File: config.mk
export PLATFORM = sky130hd
export DESIGN_NAME = inbound_fsm
export DESIGN_NICKNAME = d
export VERILOG_FILES = /design/src/rtl/inbound_fsm.sv
export SDC_FILE = /design/constraint.sdc
export NUM_CORES = 1
export LEC_CHECK = 0
export ABC_AREA = 1
export BUFFER_PORTS_ARGS = -buffer_cell sky130_fd_sc_hd__buf_2
export CAP_MARGIN = 20
export CELL_PAD_IN_SITES_DETAIL_PLACEMENT = 1
export CELL_PAD_IN_SITES_GLOBAL_PLACEMENT = 2
export CORE_ASPECT_RATIO = 1.2
export CORE_MARGIN = 2
export CORE_UTILIZATION = 28
export CTS_CLUSTER_DIAMETER = 100
export DETAILED_ROUTE_END_ITERATION = 12
export PLACE_DENSITY_LB_ADDON = 0.08
export SLEW_MARGIN = 20
export SYNTH_ARGS = -nofsm -noshare
export SYNTH_HDL_FRONTEND = slang
export SYNTH_SLANG_ARGS = --single-unit
export TNS_END_PERCENT = 50
File: constraint.sdc
create_clock -name clk -period 10.2 [get_ports clk]
set_clock_uncertainty 0.05 [all_clocks]
set_input_delay 2.04 -clock clk [delete_from_list [all_inputs] [get_ports clk]]
set_output_delay 2.04 -clock clk [all_outputs]
set_load 0.01 [all_outputs]
File: src/rtl/inbound_fsm.sv
// inbound_fsm - register-slave front end for the PCIe inbound (host-to-device) path.
//
// This block holds the host-visible command registers (CMD, LEN, ADDR0, ADDR1).
// A host read that needs a completion becomes a completion-with-data entry.
// A write of CMD becomes one write-DMA command per started slot.
// Both kinds of entry are pushed into the upstream command FIFO.
//
// Ports:
//   clk                      sole clock, rising edge
//   rst_n                    asynchronous reset, ACTIVE HIGH (legacy name)
//   up_wr_cmd_compl_i        pulse: write command cmd_id_i[0] has finished
//   cmd_id_i[1:0]            completed slot (bit 1 ignored)
//   req_compl_i              pulse: host read needs a completion
//   req_compl_with_data_i    completion carries data
//   to_rxe_compl_done_o      pulse when the completion entry is pushed
//   rd_addr_i/rd_be_i        register read address / byte enables
//   rd_data_o                registered read data
//   wr_addr_i/wr_be_i/wr_data_i/wr_en_i   register write port (wr_be_i[3:0] used)
//   wr_busy_o                a write is being processed; next write must wait
//   req_*_i                  request header fields
//   us_cmd_fifo_full_i       FIFO full, no pushes
//   us_cmd_fifo_prog_full_i  FIFO almost full, no new write commands
//   us_cmd_fifo_din_o        FIFO entry
//   us_cmd_fifo_wr_en_o      FIFO push strobe
//
// Build option: define INBOUND_RD_BE_MASK_EN to return 0x00 in rd_data_o bytes
// whose rd_be_i bit is 0. Without it, rd_be_i is ignored.
//
// FSM states:
//   state | meaning
//   IDLE  | nothing waiting
//   CPLD  | completion latched, waiting for FIFO space
//   WCMD  | started slots still to be pushed as write commands
module inbound_fsm (
  input  logic          clk,
  input  logic          rst_n,
  input  logic          up_wr_cmd_compl_i,
  input  logic [1:0]    cmd_id_i,
  input  logic          req_compl_i,
  input  logic          req_compl_with_data_i,
  output logic          to_rxe_compl_done_o,
  input  logic [10:0]   rd_addr_i,
  input  logic [3:0]    rd_be_i,
  output logic [31:0]   rd_data_o,
  input  logic [10:0]   wr_addr_i,
  input  logic [7:0]    wr_be_i,
  input  logic [31:0]   wr_data_i,
  input  logic          wr_en_i,
  output logic          wr_busy_o,
  input  logic [2:0]    req_tc_i,
  input  logic          req_td_i,
  input  logic          req_ep_i,
  input  logic [1:0]    req_attr_i,
  input  logic [9:0]    req_len_i,
  input  logic [15:0]   req_rid_i,
  input  logic [7:0]    req_tag_i,
  input  logic [7:0]    req_be_i,
  input  logic [12:0]   req_addr_i,
  input  logic          us_cmd_fifo_full_i,
  input  logic          us_cmd_fifo_prog_full_i,
  output logic [127:0]  us_cmd_fifo_din_o,
  output logic          us_cmd_fifo_wr_en_o
);

  localparam logic [1:0] US_CMD_WR32_TYPE = 2'b01;
  localparam logic [1:0] US_CMD_CPLD_TYPE = 2'b00;

  typedef enum logic [1:0] {
    IDLE = 2'd0,
    CPLD = 2'd1,
    WCMD = 2'd2
  } fsm_e;

  fsm_e         fsm_q, fsm_d;
  logic [1:0]   state;        // pending bitmap, one bit per slot
  logic [54:0]  req_d;        // latched request header (register despite the name)
  logic         cpl_wd_q;
  logic [31:0]  cpl_data_q;
  logic [1:0]   start_q, start_d;
  logic [4:0]   len_q;
  logic [31:2]  addr0_q, addr1_q;

  logic         wr_accept, cmd_wr, cpl_cur, cpl_hold, wslot;
  logic         push_cpl, push_wcmd, busy_d, cpl_wd;
  logic [1:0]   start_cur, state_d, set_mask, clr_mask;
  logic [54:0]  req_now, cpl_req;
  logic [31:0]  cpl_data, req_rdval, rd_val, addr0_wr, addr1_wr, wcmd_addr;
  logic [127:0] din_d;
  logic         unused_ok;

  function automatic logic [31:0] reg_read(input logic [10:0] a, input logic [1:0] st,
                                           input logic [4:0] ln, input logic [31:2] a0,
                                           input logic [31:2] a1);
    logic [31:0] v;
    v = '0;
    case (a)
      11'd0:   v = {30'd0, st};
      11'd1:   v = {27'd0, ln};
      11'd4:   v = {a0, 2'b00};
      11'd6:   v = {a1, 2'b00};
      default: v = '0;
    endcase
    return v;
  endfunction

  function automatic logic [31:0] be_merge(input logic [31:0] old, input logic [31:0] nw,
                                           input logic [3:0] be);
    logic [31:0] v;
    for (int b = 0; b < 4; b++) begin
      v[8*b +: 8] = be[b] ? nw[8*b +: 8] : old[8*b +: 8];
    end
    return v;
  endfunction

  assign unused_ok = ^{wr_be_i[7:4], cmd_id_i[1], rd_be_i, addr0_wr[1:0], addr1_wr[1:0]};

  always_comb begin
    wr_accept = wr_en_i & ~wr_busy_o;
    cmd_wr    = wr_accept & (wr_addr_i == 11'd0) & wr_be_i[0];
    // Slots already pending are masked out of a new start bitmap.
    start_cur = start_q | (cmd_wr ? (wr_data_i[1:0] & ~state) : 2'b00);

    addr0_wr = be_merge({addr0_q, 2'b00}, wr_data_i, wr_be_i[3:0]);
    addr1_wr = be_merge({addr1_q, 2'b00}, wr_data_i, wr_be_i[3:0]);

    req_now   = {req_tc_i, req_td_i, req_ep_i, req_attr_i, req_len_i,
                 req_rid_i, req_tag_i, req_be_i, req_addr_i[5:0]};
    req_rdval = reg_read(req_addr_i[12:2], state, len_q, addr0_q, addr1_q);

    // A held completion wins over a new request; the new one is dropped.
    cpl_cur  = (fsm_q == CPLD) | req_compl_i;
    cpl_req  = (fsm_q == CPLD) ? req_d      : req_now;
    cpl_wd   = (fsm_q == CPLD) ? cpl_wd_q   : req_compl_with_data_i;
    cpl_data = (fsm_q == CPLD) ? cpl_data_q : req_rdval;

    wslot     = ~start_cur[0];
    wcmd_addr = wslot ? {addr1_q, 2'b00} : {addr0_q, 2'b00};

    push_cpl  = 1'b0;
    push_wcmd = 1'b0;
    cpl_hold  = 1'b0;
    start_d   = start_cur;
    // Completions take priority over write commands.
    if (cpl_cur) begin
      if (!us_cmd_fifo_full_i) push_cpl = 1'b1;
      else                     cpl_hold = 1'b1;
    end else if ((start_cur != 2'b00) && !us_cmd_fifo_full_i && !us_cmd_fifo_prog_full_i) begin
      push_wcmd = 1'b1;
      start_d   = wslot ? (start_cur & 2'b01) : (start_cur & 2'b10);
    end

    if (cpl_hold)                fsm_d = CPLD;
    else if (start_d != 2'b00)   fsm_d = WCMD;
    else                         fsm_d = IDLE;

    set_mask = push_wcmd ? (wslot ? 2'b10 : 2'b01) : 2'b00;
    clr_mask = up_wr_cmd_compl_i ? (cmd_id_i[0] ? 2'b10 : 2'b01) : 2'b00;
    state_d  = (state & ~clr_mask) | set_mask;

    busy_d = wr_accept | push_wcmd | (start_d != 2'b00);

    din_d = '0;
    if (push_cpl) begin
      din_d = {32'd0, cpl_data, US_CMD_CPLD_TYPE, cpl_wd, 6'd0, cpl_req};
    end else if (push_wcmd) begin
      din_d = {64'd0, US_CMD_WR32_TYPE, len_q, 1'b0, wslot, 23'd0, wcmd_addr};
    end

    rd_val = reg_read(rd_addr_i, state, len_q, addr0_q, addr1_q);
`ifdef INBOUND_RD_BE_MASK_EN
    for (int b = 0; b < 4; b++) begin
      if (!rd_be_i[b]) rd_val[8*b +: 8] = 8'h00;
    end
`endif
  end

  always_ff @(posedge clk or posedge rst_n) begin
    if (rst_n) begin
      fsm_q               <= IDLE;
      state               <= '0;
      req_d               <= '0;
      cpl_wd_q            <= 1'b0;
      cpl_data_q          <= '0;
      start_q             <= '0;
      len_q               <= '0;
      addr0_q             <= '0;
      addr1_q             <= '0;
      rd_data_o           <= '0;
      wr_busy_o           <= 1'b0;
      us_cmd_fifo_din_o   <= '0;
      us_cmd_fifo_wr_en_o <= 1'b0;
      to_rxe_compl_done_o <= 1'b0;
    end else begin
      fsm_q   <= fsm_d;
      state   <= state_d;
      start_q <= start_d;
      if (req_compl_i && (fsm_q != CPLD)) begin
        req_d      <= req_now;
        cpl_wd_q   <= req_compl_with_data_i;
        cpl_data_q <= req_rdval;
      end
      if (wr_accept) begin
        case (wr_addr_i)
          11'd1:   if (wr_be_i[0]) len_q <= wr_data_i[4:0];
          11'd4:   addr0_q <= addr0_wr[31:2];
          11'd6:   addr1_q <= addr1_wr[31:2];
          default: ;
        endcase
      end
      rd_data_o           <= rd_val;
      wr_busy_o           <= busy_d;
      us_cmd_fifo_din_o   <= din_d;
      us_cmd_fifo_wr_en_o <= push_cpl | push_wcmd;
      to_rxe_compl_done_o <= push_cpl;
    end
  end

endmodule

==> flow_summary.toml <==
[outcome]
outcome = "finished, final reports clean"

[floorplanning]
core_sq_um = 44770
die_height_um = 237.1
die_area_sq_um = 46990
rows = 85
pin_count = 301
start_util_pct = 28.31
fp.dieW_um = 198.2

[critical_path]
worstSetupPathType = "in -> reg"
cp-end-kind = "register"
r2r_cells = 5
required_ns = 10.61
critPathLaunchType = "input pin"
arrival_ns = 4.13
critPathMaxFanout = 32

[global_route]
grt_pass1_wl_um = 65160
overflow = 0
grt_pass1_vias = 10820
grt_antenna_before_repair = 4
grt_max_degree = 167
grt_usage_pct = 18.32

[clock_network]
cts_inserted_buffers = 36
cts_tree = "done"
clockBufferDepth = 3
insertion_delay_ns = 0.54
root_buffer = "clkbuf_16"
cts.sinks = 288
cts_hold_buf = 0
clkSlewWorstSetupHoldPaths_ns = 0.06
cts_setup_buffers = 0
post_cts_resized = 0
h-tree-depth = 2

[flow_run]
drv_cap = 0

[detailed_routing]
wirelength_um = 42270
route.detailed.drc = 0
met1_length_um = 17450
vias = 10420
route.met3.wl_um = 2170
viasPerCell = 4.434
dr.pass1.iters = 6
wl_per_cell_um = 17.99
final_antenna_net_count = 0
top_layer_used = "met5"
wl_met2_um = 22000
dr.first_iter.drc_count = 410

[logic_synthesis]
syn_inst = 1492
synthTopCellsByArea = "dfrtp_1 57%, nand2_1 14%, o21ai_0 8.6%"
synth_top_area_cell = "dfrtp_1"
synth.top_cell.area_share_pct = 56.86
syn_avg_cell_area_sq_um = 8.495
ys_warn_count = 0
seq_area_frac_synth_pct = 56.86
synth_area_sq_um = 12670
synth_seq_cells = 288
ys_types = 29

[cells_and_area]
fill_cells = 5373
fin_util_pct = 34.61
nets = 1858
area.growth.synth_to_final_pct = 22.25
drive_gt1_share_pct = 21.74

[timing]
min_period_ns = 3.719
holdWs_ns = 0.4208
final_hold_viol_count = 0
clock.fmax_ghz = 0.2689
rsz0062_at_grt = "no"
tightest_slew_ns = 1.070
setup_viol = 0
slew_violations = 0
fin_crit_sh_pct = 36.46
relSlewSlack_pct = 28.51
fin_setup_tns_ns = 0

[pwr]
peakVddDrop_mv = 0.1123
powerDensity_nw_per_um2 = 176.8
p_leak_uw = 0.008072

[hold_path]
hold_depth = 2
hold_class = "reg -> reg"

[placed_design]
io_buffers = 257
dp_hpwl_um = 28100
place_congestion = 0.7195
cell type report:
| cell class | instances | area [sq um] | area share (%) |
|---|---|---|---|
| Tap cell | 609 | 762.0 | 4.918 |
| Clock buffer | 55 | 1114 | 7.187 |
| Inverter | 178 | 675.6 | 4.360 |
| Timing Repair Buffer | 270 | 1409 | 9.092 |
| Clock inverter | 2 | 12.51 | 0.08075 |
| Multi-Input combinational cell | 946 | 4313 | 27.83 |
| Sequential cell | 288 | 7207 | 46.51 |
| Antenna cell | 1 | 2.502 | 0.01615 |
through the flow:
| step | std cells | cell area (sq um) | setup slack, ns | power [uW] |
|---|---|---|---|---|
| after detailed placement | 2291 | 14370 | 5.767 | 1530 |
| after floorplan | 1525 | 12800 | 0.1610 | 1420 |
| after CTS | 2348 | 15490 | 6.334 | 2802 |
| after global routing | 2349 | 15490 | 6.211 | 2877 |
| final | 2349 | 15490 | 6.481 | 2740 |
| after global placement | 2290 | 14350 | 5.755 | 1521 |
flip-flops by register name, indices dropped and copies added (netlist names), 5 cells and up:
name,flops
us_cmd_fifo_din_o,94
addr1_q,30
cpl_data_q,32
addr0_q,30
rd_data_o,32
len_q,5
req_d,55
cell usage after synthesis, drive strengths merged:
| library cell | n |
|---|---|
| o211ai | 7 |
| a31oi | 1 |
| nor2 | 37 |
| dfrtp | 288 |
| nor4 | 3 |
| and2 | 1 |
| nor3 | 5 |
| inv | 178 |
| o21ai | 277 |
| clkbuf | 42 |
| a21boi | 2 |
| nand2 | 467 |
| a21oi | 56 |
| nand3 | 56 |
| buf | 71 |
| conb | 1 |
path summary, 6_finish.rpt:
check | startpoint | end | slack, ns
min reg2reg | cpl_data_q[2]$_DFFE_PP0P_ | cpl_data_q[2]$_DFFE_PP0P_ | 0.42
max in group asynchronous | rst_n | addr1_q[24]$_DFFE_PP0P_ | 6.98
min | cpl_data_q[2]$_DFFE_PP0P_ | cpl_data_q[2]$_DFFE_PP0P_ | 0.42
max | wr_addr_i[7] | us_cmd_fifo_din_o[14]$_DFF_PP0_ | 6.48
min in group asynchronous | rst_n | us_cmd_fifo_din_o[10]$_DFF_PP0_ | 1.59
max reg2reg | fsm_q[1]$_DFF_PP0_ | us_cmd_fifo_din_o[61]$_DFF_PP0_ | 7.46
power by group:
| part | internal, uW | switching [uW] | total, uW |
|---|---|---|---|
| Combinational | 82.7 | 184 | 267 |
| Sequential | 1210 | 25.3 | 1230 |
| Clock | 744 | 497 | 1240 |
worst max-delay path: stages:
cell     delay, ns
buf_2         0.09
nor2_1        0.12
nand2_2       0.12
nor2_2        0.25
nand3_1       0.11
nand2_1       0.13
nand2_2       0.16
nand2_2       0.65
nand2_1       0.32
nand2_1       0.12
metal layers:
layer | vias to the layer above | global-route usage [%]
li1 | 5075 | -
met1 | 5105 | 21.84
met2 | 182 | 32.88
met3 | 48 | 4.572
met4 | 6 | 4.215
met5 | - | 0
cell families (layout without fill, tap and decap cells):
kind of cell / after synthesis / in the layout / synth area share [%]
simple gates: 569 / 569 / 18.40
compound gates: 343 / 343 / 14.44
buf+inv: 291 / 505 / 10.27
flops: 288 / 288 / 56.86
other cells: 1 / 35 / 0.02959
layout by cell type, fill, tap and decap left out, types with 7 or more instances in the layout:
cell       netlist  routed
nand2_1        456     456
dfrtp_1        288     288
buf_2           19     257
o21ai_0        217     217
inv_1          174     172
a21oi_1         56      56
nand3_1         51      51
clkbuf_16        0      37
o21ai_1         36      36
conb_1           1      34
nor2_1          32      29
o21ai_2         24      24
clkbuf_8         0      12
nand2_2         11      11
buf_4           39      11
o211ai_1         7       7
Note: power is estimated with default switching activity, not from simulation.
